## src/rtl/serial_receive.sv

```systemverilog
// Serial-to-parallel receiver: start(1), 8 data bits LSB first, stop bit, into a FWFT FIFO.
// Optional stop-bit checking is enabled by defining RX_FRAME_CHECK_EN.
module serial_receive #(
    parameter int unsigned DEPTH = 4
) (
    input  logic       Clk,
    input  logic       Reset,
    input  logic       SerData,
    input  logic       RdEn,
    output logic [7:0] DataOut,
    output logic       Empty,
    output logic       Full,
    output logic       FrameErr,
    output logic       Overrun
);

    localparam int unsigned AW = $clog2(DEPTH);
    localparam logic [AW:0]   CNT_ONE  = (AW+1)'(1);
    localparam logic [AW:0]   CNT_FULL = (AW+1)'(DEPTH);
    localparam logic [AW-1:0] PTR_ONE  = AW'(1);

    typedef enum logic [1:0] {
        ST_IDLE,
        ST_DATA,
        ST_STOP
    } state_t;

    state_t        state_q;
    logic [2:0]    bit_cnt_q;
    logic [7:0]    shift_q;
    logic [7:0]    mem_q [DEPTH];
    logic [AW-1:0] wr_ptr_q;
    logic [AW-1:0] rd_ptr_q;
    logic [AW:0]   count_q;
    logic [AW:0]   count_d;
    logic          overrun_q;

    logic stop_ok;
    logic push;
    logic pop;
    logic accept;

`ifdef RX_FRAME_CHECK_EN
    logic frame_err_q;
    assign stop_ok  = SerData;
    assign FrameErr = frame_err_q;
`else
    assign stop_ok  = 1'b1;
    assign FrameErr = 1'b0;
`endif

    // A push into a full FIFO still succeeds when the head is popped on the same edge.
    always_comb begin
        push    = (state_q == ST_STOP) && stop_ok;
        pop     = RdEn && (count_q != '0);
        accept  = push && ((count_q != CNT_FULL) || pop);
        count_d = count_q;
        case ({accept, pop})
            2'b10:   count_d = count_q + CNT_ONE;
            2'b01:   count_d = count_q - CNT_ONE;
            default: count_d = count_q;
        endcase
    end

    always_comb begin
        Empty   = (count_q == '0);
        Full    = (count_q == CNT_FULL);
        DataOut = Empty ? '0 : mem_q[rd_ptr_q];
        Overrun = overrun_q;
    end

    always_ff @(posedge Clk or posedge Reset) begin
        if (Reset) begin
            state_q   <= ST_IDLE;
            bit_cnt_q <= '0;
            shift_q   <= '0;
            wr_ptr_q  <= '0;
            rd_ptr_q  <= '0;
            count_q   <= '0;
            overrun_q <= 1'b0;
            for (int unsigned i = 0; i < DEPTH; i++) begin
                mem_q[i] <= '0;
            end
`ifdef RX_FRAME_CHECK_EN
            frame_err_q <= 1'b0;
`endif
        end else begin
            case (state_q)
                ST_IDLE: begin
                    if (SerData) begin
                        state_q   <= ST_DATA;
                        bit_cnt_q <= '0;
                    end
                end
                ST_DATA: begin
                    shift_q[bit_cnt_q] <= SerData;
                    bit_cnt_q          <= bit_cnt_q + 3'd1;
                    if (bit_cnt_q == 3'd7) begin
                        state_q <= ST_STOP;
                    end
                end
                ST_STOP: state_q <= ST_IDLE;
                default: state_q <= ST_IDLE;
            endcase

            if (accept) begin
                mem_q[wr_ptr_q] <= shift_q;
                wr_ptr_q        <= wr_ptr_q + PTR_ONE;
            end
            if (pop) begin
                rd_ptr_q <= rd_ptr_q + PTR_ONE;
            end
            count_q   <= count_d;
            overrun_q <= push && !accept;
`ifdef RX_FRAME_CHECK_EN
            frame_err_q <= (state_q == ST_STOP) && !SerData;
`endif
        end
    end

endmodule

```

## config.mk

```make
export PLATFORM = sky130hd
export DESIGN_NAME = serial_receive
export DESIGN_NICKNAME = d
export VERILOG_FILES = /design/src/rtl/serial_receive.sv
export SDC_FILE = /design/constraint.sdc
export NUM_CORES = 1
export LEC_CHECK = 0
export BUFFER_PORTS_ARGS = -buffer_cell sky130_fd_sc_hd__buf_2
export CORE_ASPECT_RATIO = 1.5
export CORE_UTILIZATION = 50
export DETAILED_ROUTE_END_ITERATION = 7
export PLACE_DENSITY = 0.7
export RECOVER_POWER = 100
export SKIP_CTS_REPAIR_TIMING = 1
export SKIP_LAST_GASP = 1
export SYNTH_ARGS = -nofsm -noshare
export SYNTH_HDL_FRONTEND = slang
export SYNTH_SLANG_ARGS = --single-unit
```

## constraint.sdc

```tcl
create_clock -name Clk -period 2.1 [get_ports Clk]
set_input_delay 0.42 -clock Clk [delete_from_list [all_inputs] [get_ports Clk]]
set_output_delay 0.42 -clock Clk [all_outputs]
set_load 0.05 [all_outputs]
```

# Word level (Yosys, flattened, before mapping)
# Index checks and enable logic that the tools add are counted.
word_totals:
  ff_bits: 53
  latchBits: 0
  mem_bits_rw: 0
  mem_bits_ro: 0
  inputBits: 4
  n_memories: 0
classes:
  add_sub_neg: 5
  mul: 0
  div_mod_pow: 0
  magnitude_cmp: 5
  n_eq_ne: 9
  n_shift: 0
  n_mux: 16
  bitwise: 2
  reduce_logical: 14
op_table:
  columns: ["cell", "n"]
  rows:
  - ["bitwise mux 32 bit", 1]
  - ["two-way mux 8 bit", 4]
  - ["binary-select mux 8 bit (select 2 bit)", 1]
  - ["demux 8 bit (select 2 bit)", 1]
  - ["case mux 3 bit (2 select lines)", 2]
  - ["bitwise mux 8 bit", 1]
  - ["adder 3 x 1 -> 3 bit (second input constant)", 2]
  - ["== test 3 bit (second input constant)", 2]
  - [">= comparator 3 bit (second input constant)", 2]
  - ["NOT 2 -> 3 bit", 2]
  - ["logical AND 1 bit", 5]
  - ["adder 2 x 1 -> 2 bit (second input constant)", 2]
  - ["== test 2 x 1 -> 1 bit (second input constant)", 2]
  - ["== test 2 bit (second input constant)", 2]
  - ["less-than comparator 3 x 4 -> 1 bit (second input constant)", 1]
  - ["two-way mux 2 bit", 2]
  - ["inequality test 2 bit (second input constant)", 2]
  - ["case mux 2 bit (2 select lines)", 1]
  - ["AND reduction 2 bit", 2]
  - ["nonzero test 2 bit", 2]
  - ["demux 1 bit (select 3 bit)", 1]
  - [">= comparator 3 x 1 -> 1 bit (second input constant)", 1]
  - ["zero test 3 bit", 1]
  - ["less-than comparator 3 x 1 -> 1 bit (second input constant)", 1]
  - ["8 further kinds", 8]

# Logic depth before layout (Yosys ltp)
# Gate-level depths: netlist (run 1).
depth:
  word_depth: 6
  depth_mapped: 10
  mapped_depth_nobuf: 9

# Worst setup path after synthesis (run 1)
# No wires, ideal clock.
synth_timing:
  kind: "flip-flop to flip-flop"
  start: "register count_q[0]"
  end: "register count_q[2]"
  setup_time_ns: 0.079
  arrival_time_ns: 2.116
  required_ns: 2.021
  path_slack_ns: -0.095
  stages_incl_launch_ff: 10
  path_buffers: 0
  cell_sequence: "dfrtp_1 > nor4b_4 > nor2_1 > inv_1 > ha_1 > inv_1 > fa_1 > xor2_1 > nor2_1 > xor2_1"
synth_via:
  elab_chain_len: 6
  word_cells_on_any_way: 11
synth_lines:
  columns: ["item", "line_no", "source"]
  rows:
  - ["start: declaration", "34", "logic [AW:0] count_q;"]
  - ["start signal: assignment", "113", "count_q <= count_d;"]
  - ["nonzero test 3 bit", "55", "pop = RdEn && (count_q != '0);"]
  - ["logical AND 1 bit", "55", null]
  - ["logical OR 1 bit", "56", "accept = push && ((count_q != CNT_FULL) || pop);"]
  - ["logical AND 1 bit", "56", null]
  - ["== test 2 x 1 -> 1 bit / == test 2 bit (equally long branches)", "58", "case ({accept, pop})"]
  - ["case mux 3 bit (2 select lines) / nonzero test 2 bit (equally long branches)", null, null]
# Parallel ways exist; a longest one is shown, timed or not.
# A chain may end at the register's enable or synchronous reset.

# Worst setup path in the final report (run 1)
layout_timing:
  start: "register rd_ptr_q[0]"
  end: "output DataOut[5]"
layout_via:
  elab_chain_len: 5
layout_lines:
  columns: ["item", "line_no", "source"]
  rows:
  - ["start: declaration", "33", "logic [AW-1:0] rd_ptr_q;"]
  - ["start signal: assignment", "111", "rd_ptr_q <= rd_ptr_q + PTR_ONE;"]
  - ["NOT 2 -> 3 bit (implied by the code)", "68", "DataOut = Empty ? '0 : mem_q[rd_ptr_q];"]
  - ["binary-select mux 8 bit (select 2 bit)", "68", null]
  - ["two-way mux 8 bit (implied by the code) (2 in a row)", "68", null]
  - ["two-way mux 8 bit", "68", null]
  - ["end: declaration", "10", "output logic [7:0] DataOut,"]
# Every way passes these cells. The select of a mux whose other input is x is not followed.

==> results of run 1 <==
## flip-flops by register name, indices dropped and copies added (netlist names)
| name | cells |
|---|---|
| mem_q | 32 |
| shift_q | 8 |
| bit_cnt_q | 3 |
| count_q | 3 |
| rd_ptr_q | 2 |
| state_q | 2 |
| wr_ptr_q | 2 |
| Overrun | 1 |
## final cells by class
cell class	instances	area (µm²)	area share, %
inverter	8	30.03	1.029
multi-input combinational	104	1139	39.01
tap	66	82.58	2.829
clock buffer	7	86.33	2.958
timing repair buffer	26	254.0	8.701
sequential	53	1328	45.48
## metrics by stage
stage / total power [W] / area, µm² / setup WS (ps)
floorplan: 0.002598 / 2529 / 1.462
global placement: 0.002855 / 2720 / 122.2
detailed placement: 0.002969 / 2720 / -56.27
CTS: 0.003530 / 2806 / -48.69
global route: 0.003939 / 2919 / -45.04
finish: 0.003704 / 2919 / -7.816
## power groups by stage
stage          sequential [W]  clock (W)  combinational [W]
3_3_place_gp          0.00163          0            0.00122
2_1_floorplan         0.00150          0            0.00110
4_1_cts               0.00166   0.000577            0.00129
5_1_grt               0.00172   0.000615            0.00160
3_5_place_dp          0.00168          0            0.00129
6_report              0.00167   0.000559            0.00148
## metal layers
layer	track usage, %	vias to the layer above	wire length [µm]
met3	3.039	10	83
met1	22.68	755	1811
met4	8.879	0	91
met2	33.84	18	2631
met5	0	-	0
li1	-	655	-
## cell families (layout without fill, tap and decap cells)
logic type	Yosys count	count (layout)
compound gates	5	5
xor+xnor	6	6
fa+ha+maj	8	8
buf+inv	15	41
flops	53	53
mux	50	50
other cells	1	1
simple gates	34	34
## how the worst max path moves through the flow
stage | cells after the start | slack, ps | from | endpoint
floorplan | 9 | 1 | RdEn | count_q[2]
global placement | 10 | 120 | RdEn | count_q[2]
CTS | 3 | -50 | rd_ptr_q[1] | DataOut[7]
finish | 4 | -8 | rd_ptr_q[0] | DataOut[5]
detailed placement | 10 | -60 | RdEn | count_q[2]
global route | 4 | -50 | rd_ptr_q[0] | DataOut[4]
## cells in the mapped netlist, drive strengths merged (2+ instances only)
library cell / number / share of area (%)
mux2: 41 / 18
inv: 8 / 1.2
dfrtp: 53 / 53
clkbuf: 2 / 0.30
nand3b: 3 / 0.89
xor2: 3 / 1.0
and2: 10 / 2.5
xnor2: 3 / 1.0
nor3b: 8 / 3.7
ha: 7 / 3.5
mux4: 8 / 7.1
nor2: 3 / 0.45
buf: 5 / 1.3
a22o: 2 / 0.69
nand3: 2 / 0.40
==> metrics.cfg, run 1 <==
[outcome]
status=complete, but fails checks
violations=setup timing

[sta]
fin_ws_ps=-7.816
clock.fmax_mhz=474.4
worst_pin_slew_ps=1269
finalSetupViolCount=1
drv_slew=0
rsz0062_at_grt=yes
min_period_ps=2108
hold_violations=0
period_share_pct=100.4
slew_headroom_pct=15.41
tns_ps=-7.816
fin_skew_ps=5.888
timing.hold.ws_ps=371.2

[setup_path]
cpMaxStageDelayCell=mux4_2
cp_max_fo=4
cp.arrival_ps=1690
critPathTopFamily=multiplexers
reg2regPathDepth=8
crit_required_ps=1680
critPathKind=flop to primary output
reg2reg_slack_ps=60
cp_num_buf_inv=2
start_kind=flop
cpPeakStageDelay_ps=470
reg2reg_from=count_q[0]
crit_path_cell_trace=clkbuf_16 -> mux4_2 -> and2_1 -> buf_6
regToRegEndpoint=count_q[2]
end_kind=primary output

[clock_tree]
htreeDepth=2
clk_path_buf_depth=2
cts_root_buf=clkbuf_8
cts.sink_count=53
clk_pin_slew_ps=90
cts_buffers=5
cts_tree=yes
clock_latency_ps=300

[power_and_ir_drop]
switchingPower_w=0.001313
p_int_w=0.002390
max-vdd-ir-drop_mv=0.7249
p_leak_nw=1.372
powerDensity_mw_per_mm2=1269
p_sw_share_pct=35.46
combPwrFrac_pct=39.8
power_frac_seq_pct=45.1
p_clk_share_pct=15.1

[detailed_routing]
drc=0
first_pass_iters=2
wl_per_cell_um=17.49
routed_wl_mm=4.618
ant_nets=0
drtIter0Drc=33
num_vias=1438
viasPerCell=5.447

[grt]
grt_first_pass_wirelength_mm=7.334
grt-ovfl-total=0
grt_max_degree=54
antenna_found_initial=0
gr-usage-all-layers_pct=19.24
grt_pass1_vias=1522

[synthesis]
synth-xor-area-share_pct=2.084
synthCells=172
synth_top_family_by_area=multiplexers
synth-edff-count=0
synthDistinctLibCells=33
synth_compound_area_share_pct=1.489
yosysSeqAreaShare_pct=52.61
async_flop_share_pct=100.0
synth-seq-cells=53
ys_warn_count=0
synthMuxAreaShare_pct=25.86
syn_nets=184
synth-main-ff-cell=dfrtp_1
synth-simple-area-share_pct=10.72
synth_area_mm2=0.002521
syn_area_per_cell_um2=14.66
yosys.area_share.adder_pct=4.268

[cells_and_area]
area_growth_syn_to_layout_pct=15.78
finalNonFillerCells=264
utilization_pct=60.21
layout_common_cells=dfrtp_1 (52), mux2_2 (41), inv_1 (8), mux4_2 (8)
final_common_cell=dfrtp_1
fin_nets=210
diodes=0
drive_gt1_share_pct=46.97
nFillCells=389

[floorplanning]
initial_core_util_pct=52.00
pin_count=16
die_area_mm2=0.005336
die_h_um=88.97
die_width_um=59.98
rows=31
core_area_mm2=0.004848

[placed_design]
dp_hpwl_mm=3.326
place_congestion=0.7019
dp_cells=254
port_buffers=14

[job]
cap_violations=0

[hold_path]
min_from=RdEn
holdPathEnd=Overrun
holdPathStages=2
hp-class=input port to flop

Power figures use the tool's default switching activity.
==> run 2: changes to the inputs <==
--- a/config.mk
+++ b/config.mk
@@ -5,6 +5,7 @@
 export SDC_FILE = /design/constraint.sdc
 export NUM_CORES = 1
 export LEC_CHECK = 0
+export ABC_AREA = 1
 export BUFFER_PORTS_ARGS = -buffer_cell sky130_fd_sc_hd__buf_2
 export CORE_ASPECT_RATIO = 1.5
 export CORE_UTILIZATION = 50
==> run 2 against run 1 <==
Effect of this change:
- area after synthesis up 7.2%
- via count up 49%
- the flow now finishes without violations
- total power up 23%
- clock skew up 0.53 ps
- sequential share of layout area up 0.73 points
==> metrics.cfg, run 2 <==
[outcome]
status=complete, no violations

[setup_path]
path_common_cell=nand2_1
crit_required_ps=1680  ; about the same
crit_cells=6  ; +2
cpPeakStageDelay_ps=420  ; -50 ps
critPathKind=flop to primary output
cp.arrival_ps=1570  ; -120 ps
reg2regPathDepth=8  ; unchanged
end_kind=primary output
cp_num_buf_inv=2  ; unchanged
critPathTopFamily=buffers and inverters
cpMaxStageDelayCell=dfrtp_1
cp_max_fo=17  ; +13
start_kind=flop
crit_path_cell_trace=buf_6 -> nand2_1 -> nand2_1 -> nand2_1 -> a21oi_1 -> clkbuf_4

[synthesis]
yosys.area_share.adder_pct=3.980  ; -0.29 points
synthCells=334  ; +94%
yosys-top-cells-area=dfrtp_1 (49%), nand2_1 (17%), nand4_1 (7.9%)
synth-seq-cells=53  ; unchanged
ys_warn_count=0  ; unchanged
synth_common_cells=nand2_1 (126), dfrtp_1 (53), nand4_1 (34), nor2_1 (24), o21ai_1 (21)
yosysSeqAreaShare_pct=49.05  ; -3.6 points
synth-edff-count=0  ; unchanged
synth_top_family_by_area=simple AND/OR/NAND/NOR gates
synth_area_mm2=0.002704  ; +7.2%
synth_top_area_share_pct=49.05  ; -3.6 points
synthMuxAreaShare_pct=0  ; -26 points
synth-simple-area-share_pct=32.44  ; +22 points
async_flop_share_pct=100.0  ; unchanged
synth_compound_area_share_pct=5.553  ; +4.1 points
synth-xor-area-share_pct=1.296  ; -0.79 points
synthDistinctLibCells=25  ; -24%
synth-main-ff-cell=dfrtp_1
syn_area_per_cell_um2=8.095  ; -45%
yosys.cell_count.top_type=nand2_1
synth.largest_area_cell=dfrtp_1
syn_nets=346  ; +88%

[sta]
hold_violations=0  ; unchanged
fin_skew_ps=6.419  ; +0.5315 ps
min_period_ps=1991  ; -116.8 ps
slew_headroom_pct=12.50  ; -2.9 points
finalSetupViolCount=0  ; -1
rsz0062_at_grt=no
clock.fmax_mhz=502.3  ; +5.9%
tns_ps=0  ; +7.816 ps
worst_pin_slew_ps=1313  ; +43.67 ps
period_share_pct=94.81  ; -5.6 points
drv_slew=0  ; unchanged

[floorplanning]
die_h_um=92.07  ; +3.5%
die_area_mm2=0.005712  ; +7.0%
initial_core_util_pct=52.35  ; +0.35 points
rows=32  ; +3.2%
pin_count=16  ; unchanged
die_width_um=62.04  ; +3.4%
core_area_mm2=0.005165  ; +6.5%

[job]
cap_violations=0  ; unchanged

[placed_design]
port_buffers=14  ; unchanged
place_congestion=0.8179  ; +17%
dp_hpwl_mm=3.993  ; +20%
dp_cells=403  ; +59%

[detailed_routing]
drc=0  ; unchanged
drtIter0Drc=88  ; +170%
first_pass_iters=5  ; +3
num_vias=2144  ; +49%
viasPerCell=5.217  ; -4.2%
ant_nets=0  ; unchanged
wl_per_cell_um=13.84  ; -21%
routed_wl_mm=5.689  ; +23%

[cells_and_area]
largest-register=mem_q
reg_top3=mem_q x32, shift_q x8
drive_gt1_share_pct=9.329  ; -38 points
area_growth_syn_to_layout_pct=6.154
nFillCells=494  ; +27%
utilization_pct=55.57  ; -4.6 points
fin_nets=354  ; +69%
final_common_cell=nand2_1
layout_common_cells=nand2_1 (127), dfrtp_1 (53), nand4_1 (34), nor2_1 (25), inv_1 (18)
diodes=0  ; unchanged
largest_register_ffs=32  ; unchanged
finalNonFillerCells=411  ; +56%

[clock_tree]
cts_tree=yes
clock_latency_ps=310  ; about the same
clk_pin_slew_ps=100  ; about the same
htreeDepth=2  ; unchanged
cts_buffers=5  ; unchanged
cts.sink_count=53  ; unchanged
cts_root_buf=clkbuf_8
clk_path_buf_depth=2  ; unchanged

[grt]
antenna_found_initial=0  ; unchanged
grt_first_pass_wirelength_mm=9.563  ; +30%
gr-usage-all-layers_pct=22.63  ; +3.4 points
grt_max_degree=54  ; unchanged
grt-ovfl-total=0  ; unchanged
grt_pass1_vias=1988  ; +31%

[hold_path]
hp-class=input port to flop
holdPathStages=3  ; +1

[power_and_ir_drop]
power.total_w=0.004555  ; +23%
powerDensity_mw_per_mm2=1587  ; +25%
max-vdd-ir-drop_mv=0.6691  ; -7.7%
p_leak_nw=1.492  ; +8.8%

==> run 2: final cells by class <==
class / instances / area, µm² / share of cell area [%]
multi-input combinational: 242 / 1162 / 40.50
inverter: 21 / 81.33 / 2.833
sequential: 53 / 1326 / 46.21
clock buffer: 6 / 82.58 / 2.877
timing repair buffer: 19 / 118.9 / 4.141
tap: 68 / 85.08 / 2.964
clock inverter: 2 / 13.76 / 0.4795
==> run 2: worst register-to-register path, delay by kind of cell, from the launching register on <==
kind                     cells  cell delay [ps]
adder cells (fa/ha/maj)      2              620
flip-flops                   1              420
AND/OR/NAND/NOR              3              410
AO/OA/AOI/OAI                1              190
buffers and inverters        2              140
==> run 2: logic make-up (layout without fill, tap and decap cells) <==
group / after synthesis / in the layout
simple gates: 199 / 199
flops: 53 / 53
buf+inv: 39 / 48
compound gates: 30 / 30
fa+ha+maj: 8 / 8
xor+xnor: 4 / 4
other cells: 1 / 1
==> run 2: path summary, 6_finish.rpt <==
check                            startpoint          end  slack (ps)
worst max-delay path            rd_ptr_q[0]   DataOut[3]         110
worst max register to register   count_q[0]   count_q[1]         240
max in group asynchronous             Reset   shift_q[7]         790
worst min-delay path                SerData   shift_q[7]         390
worst min register to register    mem_q[26]    mem_q[26]         480
min in group asynchronous             Reset  rd_ptr_q[0]         530
==> run 2: report_power, final <==
group	total [W]	switching (W)	internal, W
Clock	0.000611	0.000342	0.000268
Sequential	0.00176	0.000378	0.00138
Combinational	0.00219	0.00153	0.000654
==> run 2: stage by stage <==
stage	hold slack [ps]	setup slack [ps]	area, µm²
after floorplan	442.2	48.38	2708
after global placement	455.5	313.9	2788
after global routing	422.3	4.547	2870
after CTS	150.9	12.95	2884
after detailed placement	459.9	264.4	2788
final	392.6	109.0	2870
==> run 2: per-layer routing <==
metal / vias up / GRT usage [%] / routed length (µm) / share of wire, %
met5: - / 0 / 0 / 0
met4: 0 / 7.407 / 70 / 1.2
met3: 6 / 3.808 / 201 / 3.5
met2: 45 / 36.08 / 2919 / 51
met1: 987 / 30.48 / 2497 / 44
li1: 1106 / - / - / -
